$ cat src/rtl/hazard_pkg.sv
// Shared types and constants for the pipeline hazard controller.
package hazard_pkg;

    typedef enum logic {
        S_RUN      = 1'b0,
        S_MEM_WAIT = 1'b1
    } state_e;

    localparam logic [4:0] REG_ZERO = 5'd0;

endpackage

$ cat src/rtl/sat_counter.sv
// Up-counter that sticks at all-ones; synchronous active-low clear wins over enable.
module sat_counter #(
    parameter int unsigned W = 32
) (
    input  logic         clk,
    input  logic         clr_n,
    input  logic         en,
    output logic [W-1:0] count
);

    logic [W-1:0] count_q;

    always_ff @(posedge clk) begin
        if (!clr_n) begin
            count_q <= '0;
        end else if (en && (count_q != {W{1'b1}})) begin
            count_q <= count_q + W'(1);
        end
    end

    assign count = count_q;

endmodule

$ cat src/rtl/pipeline_hazard_ctrl.sv
// Stall/flush generator for the 5-stage pipeline: memory wait > taken branch > load-use.
module pipeline_hazard_ctrl
    import hazard_pkg::*;
#(
    parameter int unsigned MEM_TIMEOUT = 16,
    parameter int unsigned CNT_W       = 32
) (
    input  logic             clk,
    input  logic             rstn,
    input  logic             rf_re0_id,
    input  logic             rf_re1_id,
    input  logic [4:0]       rf_ra0_id,
    input  logic [4:0]       rf_ra1_id,
    input  logic             rf_we_ex,
    input  logic [4:0]       rf_wa_ex,
    input  logic             mem_re_ex,
    input  logic             npc_sel_ex,
    input  logic             dmem_req_mem,
    input  logic             dmem_ready,
    output logic             stall_pc,
    output logic             stall_if_id,
    output logic             stall_id_ex,
    output logic             stall_ex_mem,
    output logic             flush_if_id,
    output logic             flush_id_ex,
    output logic             flush_mem_wb,
    output logic             mem_err,
    output logic [CNT_W-1:0] stall_cycles,
    output logic [CNT_W-1:0] flush_events
);

    localparam int unsigned   WCW       = $clog2(MEM_TIMEOUT);
    localparam logic [WCW-1:0] WAIT_LAST = WCW'(MEM_TIMEOUT - 1);

    state_e         state_q, state_d;
    logic [WCW-1:0] wait_cnt_q, wait_cnt_d;
    logic           mem_err_q, mem_err_d;
    logic           mem_stall, branch, load_use, ld_hit, wait_last;

    always_ff @(posedge clk) begin
        if (!rstn) begin
            state_q    <= S_RUN;
            wait_cnt_q <= '0;
            mem_err_q  <= 1'b0;
        end else begin
            state_q    <= state_d;
            wait_cnt_q <= wait_cnt_d;
            mem_err_q  <= mem_err_d;
        end
    end

    always_comb begin
        ld_hit = mem_re_ex && rf_we_ex && (rf_wa_ex != REG_ZERO) &&
                 ((rf_re0_id && (rf_ra0_id == rf_wa_ex)) ||
                  (rf_re1_id && (rf_ra1_id == rf_wa_ex)));
        wait_last  = (wait_cnt_q == WAIT_LAST);
        state_d    = state_q;
        wait_cnt_d = wait_cnt_q;
        mem_err_d  = 1'b0;
        mem_stall  = 1'b0;

        unique case (state_q)
            S_RUN: begin
                if (dmem_req_mem && !dmem_ready) begin
                    mem_stall  = 1'b1;
                    state_d    = S_MEM_WAIT;
                    wait_cnt_d = WCW'(1);
                end
            end
            S_MEM_WAIT: begin
                if (dmem_ready || wait_last) begin
                    state_d    = S_RUN;
                    wait_cnt_d = '0;
                    mem_err_d  = !dmem_ready;
                end else begin
                    mem_stall  = 1'b1;
                    wait_cnt_d = wait_cnt_q + WCW'(1);
                end
            end
            default: state_d = S_RUN;
        endcase

        // EX is frozen during a memory stall, so a branch there is re-seen on release.
        branch   = !mem_stall && npc_sel_ex;
        load_use = !mem_stall && !npc_sel_ex && ld_hit;

        stall_pc     = 1'b0;
        stall_if_id  = 1'b0;
        stall_id_ex  = 1'b0;
        stall_ex_mem = 1'b0;
        flush_if_id  = 1'b0;
        flush_id_ex  = 1'b0;
        flush_mem_wb = 1'b0;
        if (rstn) begin
            stall_pc     = mem_stall || load_use;
            stall_if_id  = mem_stall || load_use;
            stall_id_ex  = mem_stall;
            stall_ex_mem = mem_stall;
            flush_mem_wb = mem_stall;
            flush_if_id  = branch;
            flush_id_ex  = branch || load_use;
        end
    end

    assign mem_err = mem_err_q;

    sat_counter #(
        .W (CNT_W)
    ) u_stall_cnt (
        .clk   (clk),
        .clr_n (rstn),
        .en    (stall_pc),
        .count (stall_cycles)
    );

    // flush_if_id is asserted only by a taken branch.
    sat_counter #(
        .W (CNT_W)
    ) u_flush_cnt (
        .clk   (clk),
        .clr_n (rstn),
        .en    (flush_if_id),
        .count (flush_events)
    );

endmodule

$ cat config.mk
export PLATFORM = sky130hd
export DESIGN_NAME = pipeline_hazard_ctrl
export DESIGN_NICKNAME = d
export VERILOG_FILES = /design/src/rtl/hazard_pkg.sv /design/src/rtl/sat_counter.sv /design/src/rtl/pipeline_hazard_ctrl.sv
export SDC_FILE = /design/constraint.sdc
export NUM_CORES = 1
export LEC_CHECK = 0
export ABC_AREA = 1
export CAP_MARGIN = 25
export CORE_UTILIZATION = 52
export DETAILED_ROUTE_END_ITERATION = 10
export GPL_TIMING_DRIVEN = 0
export PLACE_DENSITY = 0.86
export SYNTH_ARGS = -nofsm -noshare
export SYNTH_HDL_FRONTEND = slang
export SYNTH_SLANG_ARGS = --single-unit
$ cat constraint.sdc
create_clock -name clk -period 2.8 [get_ports clk]
set_clock_uncertainty 0.1 [all_clocks]
set_input_delay 0.7 -clock clk [delete_from_list [all_inputs] [get_ports clk]]
set_output_delay 0.7 -clock clk [all_outputs]
set_load 0.01 [all_outputs]
# Word level (Yosys, flattened, before mapping)

Index checks and enable logic that the tools add are counted.

Flip-flop bits (word level): 70
Input port bits: 24
Output and inout bits: 72
Word-level logic and storage cells: 45

Add/sub/neg operators: 3
Equal/unequal tests: 6
Muxes and demuxes: 10
Bitwise operators: 1
Reductions and logical operators: 20

Operator list:

| operator                                                        | count |
|---|---|
| 32-bit by 1-bit adder with 32-bit output, second input constant | 2 |
| 32-bit inequality test, second input constant                   | 2 |
| 1-bit logical AND                                               | 11 |
| 5-bit == test                                                   | 2 |
| 4-bit 2-to-1 mux                                                | 2 |
| 4-bit one-hot mux with 2 select lines                           | 1 |
| 1-bit 2-to-1 mux                                                | 6 |
| 5-bit nonzero test                                              | 1 |
| 4-bit by 1-bit adder with 4-bit output, second input constant   | 1 |
| 4-bit == test, second input constant                            | 1 |
| 1-bit logical OR                                                | 4 |
| 1-bit zero test                                                 | 3 |
| 3-bit AND reduction                                             | 1 |
| 2-bit inequality test, second input constant                    | 1 |
| 1-bit one-hot mux with 2 select lines                           | 1 |
| 1-bit NOT                                                       | 1 |

# Depth between registers and ports, before layout

Gate-level depths: netlist of the first run.

Depth in word-level cells: 10
Depth in mapped cells: 13
Mapped depth without buffers: 12

# Modules after synthesis

Synthesis of the first run repeated with hierarchy kept, for this count alone.

Cell total of the unflattened synthesis: 753
Area, all modules: 4370.4 µm²

Modules (own cells, without submodules):

| module               | instances | cells each | area an instance (µm²) | seq. area each (µm²) |
|---|---|---|---|---|
| sat_counter          | 2         | 324        | 1911.8                 | 640.6 |
| pipeline_hazard_ctrl | 1         | 105        | 546.8                  | 120.1 |

# Worst setup path before layout of the first run

OpenSTA, ideal clock, no wires.

Path type: input to output
Start: in rstn
End: out stall_pc
Arrival: 1.746 ns
Required time: 2.000 ns
Setup slack: 0.254 ns
Cell stages on the path: 9
Buffers on the path: 3
Cell sequence: buf_2 > inv_2 > nor3_1 > o21ai_1 > nor2_1 > nand2_1 > nand2_1 > buf_2 > buf_4

Cells in the longest elaborated chain, start to end: 1

Ends and longest elaborated chain:

| what               | RTL line                   | source |
|---|---|---|
| start: declaration | pipeline_hazard_ctrl.sv:9  | `input logic rstn,` |
| 1-bit 2-to-1 mux   | n/a                        |  |
| end: declaration   | pipeline_hazard_ctrl.sv:20 | `output logic stall_pc,` |

Every way passes these cells.

# Worst setup path after layout of the first run

Start: in dmem_ready
End: out stall_ex_mem

Cells in the longest elaborated chain, start to end: 5
Elaborated cells on any way between the ends: 7
Those cells by class: mux (4); reduce/logical (3)

Ends and longest elaborated chain:

| what                                      | RTL line                   | source |
|---|---|---|
| start: declaration                        | pipeline_hazard_ctrl.sv:19 | `input logic dmem_ready,` |
| 1-bit zero test                           | pipeline_hazard_ctrl.sv:64 | `if (dmem_req_mem && !dmem_ready) begin` |
| 1-bit logical AND                         | pipeline_hazard_ctrl.sv:64 |  |
| 1-bit 2-to-1 mux                          | pipeline_hazard_ctrl.sv:64 |  |
| 1-bit one-hot mux with 2 select lines (*) | pipeline_hazard_ctrl.sv:62 | `unique case (state_q)` |
| 1-bit 2-to-1 mux (*)                      | n/a                        |  |
| end: declaration                          | pipeline_hazard_ctrl.sv:23 | `output logic stall_ex_mem,` |

Every way passes the cells marked *; elsewhere a longest branch is shown, timed or not.

==> results of run 1 <==
worst max-delay path: cells and delay by family:
kind	cells	cell delay, ns
and+or+nand+nor	2	0.16
AOI/OAI and AO/OA	1	0.20
buffers and inverters	6	0.85
cell type report:
cell class	count	area [um2]
buffer	26	158
tap	108	135
inverter	87	327
timing repair buffer	101	1000
sequential	70	1400
fill	809	2670
multi-input combinational	637	2920
clock buffer	12	145
clock inverter	2	10.0
kinds of logic after synthesis:
group                      count (synthesis)  synth area share, %
AOI/OAI and AO/OA                         61                 6.58
xor gates and xnor gates                  28                 5.16
adders and majority gates                  3                0.790
buffers and inverters                    114                 10.3
DFF                                       70                 29.5
and+or+nand+nor                          545                 47.7
placed cells by master, fill, tap and decap left out, types with 7 or more instances in the layout:
cell type / netlist / layout
inv_1: 84 / 81
o21ai_0: 11 / 11
nand3_1: 37 / 36
dfxtp_1: 70 / 70
buf_2: 16 / 16
clkdlybuf4s50_1: 0 / 68
clkbuf_8: 0 / 10
dlygate4sd2_1: 0 / 13
dlymetal6s2s_1: 0 / 9
buf_4: 3 / 9
nor3_1: 18 / 18
buf_6: 4 / 7
nand2_1: 307 / 303
nor2_1: 144 / 142
nand3b_1: 23 / 23
xor2_1: 19 / 19
a21oi_1: 45 / 44
xnor2_1: 9 / 9
what timing repair did:
action / in CTS / in global routing
hold buffers: 0 / 0
buffers inserted: 6 / 1
pin swaps: 9 / 12
gates resized for setup: 46 / 14
setup endpoints to repair: 7 / 4
synthesized netlist by cell type, drive strengths merged:
cell type | count | area, um2
dfxtp | 70 | 1400
nand3b | 23 | 173
xnor2 | 9 | 78.8
nor4 | 1 | 6.26
o21ai | 14 | 70.1
nor3 | 19 | 100
a221oi | 1 | 8.76
ha | 3 | 37.5
clkbuf | 4 | 15.0
nor3b | 1 | 7.51
buf | 23 | 148
nand2 | 310 | 1170
nand4 | 6 | 43.8
a21oi | 46 | 234
nand3 | 39 | 205
xor2 | 19 | 166
nor2 | 146 | 558
inv | 87 | 327
sequential cells by signal, summed over array words and instances, names as in the netlist:
register	flops
u_stall_cnt.count	32
u_flush_cnt.count	32
state_q	1
mem_err	1
wait_cnt_q	4
path summary, 6_finish.rpt:
path | cells after the start | startpoint | end | slack (ns)
worst max-delay path | 9 | dmem_ready | stall_ex_mem | 0.08
worst min-delay path | 2 | wait_cnt_q[1] | wait_cnt_q[1] | 0.41
worst max register to register | 11 | u_stall_cnt.count[0] | u_stall_cnt.count[20] | 0.36
worst min register to register | 2 | wait_cnt_q[1] | wait_cnt_q[1] | 0.41
per-layer routing:
layer | track usage (%) | vias to the layer above | wire length, um
met5 | 0 | - | 0
met4 | 14.5 | 0 | 508
met3 | 3.96 | 40 | 961
met2 | 51.4 | 199 | 6530
met1 | 37.9 | 2370 | 6130
li1 | - | 2763 | -
through the flow:
stage                     power, mW  setup TNS (ns)  hold slack [ns]  utilization, %  cells
after detailed placement       1.50           -4.50            0.391            66.5   1023
final                          2.20               0            0.407            69.6   1043
after global routing           2.30               0            0.427            69.6   1043
after CTS                      2.20         -0.0874            0.400            69.1   1043
after global placement         1.49           -4.42            0.376            66.5   1023
after floorplan                1.32               0            0.361               -    821
power breakdown:
part	switching [mW]	leakage, nW	total [mW]	internal, mW
clock network	0.370	0.0821	0.704	0.334
registers	0.0628	0.569	1.10	1.04
logic	0.211	1.95	0.399	0.188
==> results.md, run 1 <==
* Status: finished clean
* HPWL Detailed at 10.7 mm
* Worst-margin pin slew at 0.600 ns
* Initial antenna violation count at 0
* Area growth, synth to finish at 28.3%
* Initial Util at 54.2%
* Fin crit period at 2.72 ns
* WP data arrival at 1.92 ns
* Clk pin slew, worst setup/hold paths at 0.06 ns
* Total of max-cap violations at 0
* Peak VDD IR at 210 uV
* Final Max Slew Viols at 0
* WL final at 14.1 mm
* Crit-path cells: dlygate4sd2_1 -> inv_2 -> nand2_4 -> a21oi_4 -> nand2_4 -> inv_2 -> buf_4 -> buf_4 -> clkdlybuf4s15_2
* Crit-path slowest cell: dlygate4sd2_1
* Post-Place Cell Area at 0.00583 mm2
* Nets at 959
* Die height at 97.6 um
* Worst-Skew Late Latency at 0.35 ns
* Sequential area share after synthesis at 29.5%
* Via Count at 5372
* Gpl congestion at 0.980
* #FFs+latches synth at 70
* Final Setup Violations at 0
* Hold Vio Cnt, Final at 0
* Drt first pass iters at 5
* Die Span X at 97.6 um
* Drt wl/cell at 13.5 um
* Distinct cells, synth at 29
* Antenna cells at 0
* Relative slew slack at 60.0%
* Hold/Removal Path Class: reg -> reg
* Pleak at 2.60 nW
* Tcrit/Tclk final at 97.0%
* Share of cells above drive strength 1 at 7.38%
* F_max at 0.368 GHz
* Finished Cell Area at 0.00610 mm2
* Total global routing overflow at 0
* First-pass GRT wire length at 23.4 mm
* Ports at 96
* # rows at 34
* Max clock buf depth at 2
* Max FO, Critical Path at 3
* Syn Area/Cell at 5.79 um2
* Post-synthesis cell area at 0.00475 mm2
* Worst Path Required at 2.00 ns
* DIE AREA at 0.00952 mm2
* Quantity of I/O buffers inserted on ports at 94
* Number of CTS-inserted buffers at 9
* Setup WS pre-CTS at -0.893 ns
* Total core area at 0.00876 mm2
* Mapped Cells at 821
* Type of origin of the critical path: primary input
* Iter 0 DRT Violations at 254
* CTS H-tree lvls at 3
* Critical Path Sink Type: primary output
* Slowest stage delay, CP at 0.25 ns
* CTS tree: yes
* DRC at 0
* Final WS setup at 0.0827 ns
* Syn nets at 848
* Clock root buffer: clkbuf_8
* Unrepaired setup endpoints after global routing: false
* Total track usage at 30.3%
* Antenna viol nets, final at 0
* Via/cell ratio at 5.15
* Sinks on Clock Net at 70
* Largest net degree at the start of global routing at 11
* Cell area power density at 361 mW/mm2
* Vias in the first global route at 4966
* Syn. warnings at 0
* Crit path kind: in -> out
Note: power is estimated with default switching activity, not from simulation.
==> run 2: changes to the inputs <==
--- a/config.mk
+++ b/config.mk
@@ -11,6 +11,7 @@
 export DETAILED_ROUTE_END_ITERATION = 10
 export GPL_TIMING_DRIVEN = 0
 export PLACE_DENSITY = 0.86
+export SLEW_MARGIN = 5
 export SYNTH_ARGS = -nofsm -noshare
 export SYNTH_HDL_FRONTEND = slang
 export SYNTH_SLANG_ARGS = --single-unit
==> results of run 2 <==
The final DEF is identical to that of run 1; final timing and power are the same.
==> run 3: changes to the inputs <==
--- a/config.mk
+++ b/config.mk
@@ -6,7 +6,7 @@
 export NUM_CORES = 1
 export LEC_CHECK = 0
 export ABC_AREA = 1
-export CAP_MARGIN = 25
+export ABC_CLOCK_PERIOD_IN_PS = 2950
 export CORE_UTILIZATION = 52
 export DETAILED_ROUTE_END_ITERATION = 10
 export GPL_TIMING_DRIVEN = 0
==> constraint.sdc (replaced) <==
create_clock -name clk -period 2.95 [get_ports clk]
set_clock_uncertainty 0.1 [all_clocks]
set_input_delay 0.7375 -clock clk [delete_from_list [all_inputs] [get_ports clk]]
set_output_delay 0.7375 -clock clk [all_outputs]
set_load 0.01 [all_outputs]
==> run 3 against run 2 <==
Combinational power shrank 5.0%. Cell area shrank 0.57%. Worst setup slack lost 0.022 ns. Worst hold slack lost 0.0067 ns. Sequential power shrank 5%. Routed wire length is essentially flat. Clock power shrank 4.8%. Global-route usage grew 0.12 points. Count of clock-buffer cells in the layout is the same. Die area is the same. Highest routed layer unchanged.
==> results.md, run 3 (synthesis results as in run 1) <==
* Status: finished clean
* Most common cell after layout, fill and taps aside: nand2_1
* Worst-Skew Late Latency at 0.35 ns
* Hold/Removal Path Class: reg -> reg
* Initial Util at 54.2%
* Vias in the first global route at 4981
* Iter 0 DRT Violations at 294
* Max clock buf depth at 2
* Hold Vio Cnt, Final at 0
* Cell area power density at 345 mW/mm2
* Tcrit/Tclk final at 97.9%
* Drt wl/cell at 13.6 um
* Total core area at 0.00876 mm2
* Final Setup Violations at 0
* Initial antenna violation count at 0
* Setup TNS at 0 ns
* PnR Total Power at 2.09 mW
* Multi-input combinational cell area at 0.00292 mm2
* Clk pin slew, worst setup/hold paths at 0.07 ns
* Antenna viol nets, final at 0
* Worst Path Required at 2.11 ns
* Peak VDD IR at 196 uV
* CTS tree: yes
* Critical Path Sink Type: primary output
* First-pass GRT wire length at 23.5 mm
* HPWL Detailed at 10.7 mm
* DRC at 0
* Total track usage at 30.4%
* Most frequent cells in the layout: nand2_1, nor2_1, inv_1, clkdlybuf4s50_1, dfxtp_1
* Quantity of I/O buffers inserted on ports at 94
* Min Hold Slack at 0.400 ns
* Via/cell ratio at 5.14
* Number of CTS-inserted buffers at 9
* Crit path kind: in -> out
* Antenna cells at 0
* Total global routing overflow at 0
* Drt first pass iters at 5
* Finished Cell Area at 0.00606 mm2
* Fin crit period at 2.89 ns
* Total of max-cap violations at 0
* WP data arrival at 2.05 ns
* # rows at 34
* Relative slew slack at 58.6%
* Worst-margin pin slew at 0.622 ns
* Clock root buffer: clkbuf_8
* DIE AREA at 0.00952 mm2
* Die height at 97.6 um
* Sinks on Clock Net at 70
* Gpl congestion at 0.980
* Final Max Slew Viols at 0
* F_max at 0.346 GHz
* CTS H-tree lvls at 3
* Max FO, Critical Path at 5
* Pleak at 2.53 nW
* Nets at 958
* WL final at 14.1 mm
* Via Count at 5354
* Ports at 96
* Unrepaired setup endpoints after global routing: true
* Type of origin of the critical path: primary input
* Share of cells above drive strength 1 at 7.39%
* Largest net degree at the start of global routing at 11
* Filler instances at 816
* Die Span X at 97.6 um
* Post-Place Cell Area at 0.00583 mm2
* Area growth, synth to finish at 27.6%
* Seq. cell area at 0.00140 mm2
[run 3: per-stage QoR]
step	instances	util, %	worst slack (ns)
after global routing	1042	69.2	-0.0269
final	1042	69.2	0.0611
after detailed placement	1023	66.5	-0.818
after floorplan	821	-	0.329
after CTS	1042	69.0	-0.0261
after global placement	1023	66.5	-0.809
[run 3: final timing paths]
| check | startpoint | end | slack (ns) | cells past startpoint |
|---|---|---|---|---|
| setup / recovery | rf_ra0_id[3] | stall_pc | 0.06 | 11 |
| setup reg to reg | u_stall_cnt.count[0] | u_stall_cnt.count[20] | 0.52 | 11 |
| hold / removal | wait_cnt_q[3] | wait_cnt_q[3] | 0.40 | 2 |
| hold reg to reg | wait_cnt_q[3] | wait_cnt_q[3] | 0.40 | 2 |
[run 3: cell type report]
cell class,instances,share of cell area [%]
repair buffers,100,16.0
flip-flops and latches,70,23.1
well taps,108,2.23
clock buffers,12,2.39
multi-input cells,637,48.1
plain buffers,26,2.60
clock inverters,2,0.165
inverters,87,5.39
[run 3: worst max-delay path, cell delays in order]
cell and delay [ns]:
clkdlybuf4s50_1 0.48, inv_1 0.04, nand2_1 0.05, nand2_1 0.05, nor2_1 0.12, nand3_1 0.08
nand2_1 0.08, nand2_2 0.09, nand2_4 0.11, buf_4 0.11, buf_4 0.10
[run 3: layer usage]
| layer | share of wire [%] | vias to the layer above | track usage [%] |
|---|---|---|---|
| met3 | 6.8 | 39 | 4.03 |
| met5 | 0 | - | 0 |
| met1 | 43 | 2349 | 38.0 |
| met2 | 46 | 208 | 51.6 |
| met4 | 3.6 | 0 | 14.6 |
| li1 | - | 2758 | - |
[run 3: what timing repair did]
item | in CTS | in global routing
buffers inserted | 5 | 1
resized for setup | 36 | 10
cloned | 0 | 0
hold buffers | 0 | 0
endpoints found under the setup margin | 7 | 5
pin swaps | 7 | 8
[run 3: power breakdown]
part | internal (mW) | switching [mW]
sequential | 0.983 | 0.0595
combinational | 0.180 | 0.199
clock | 0.317 | 0.353
total | 1.48 | 0.612
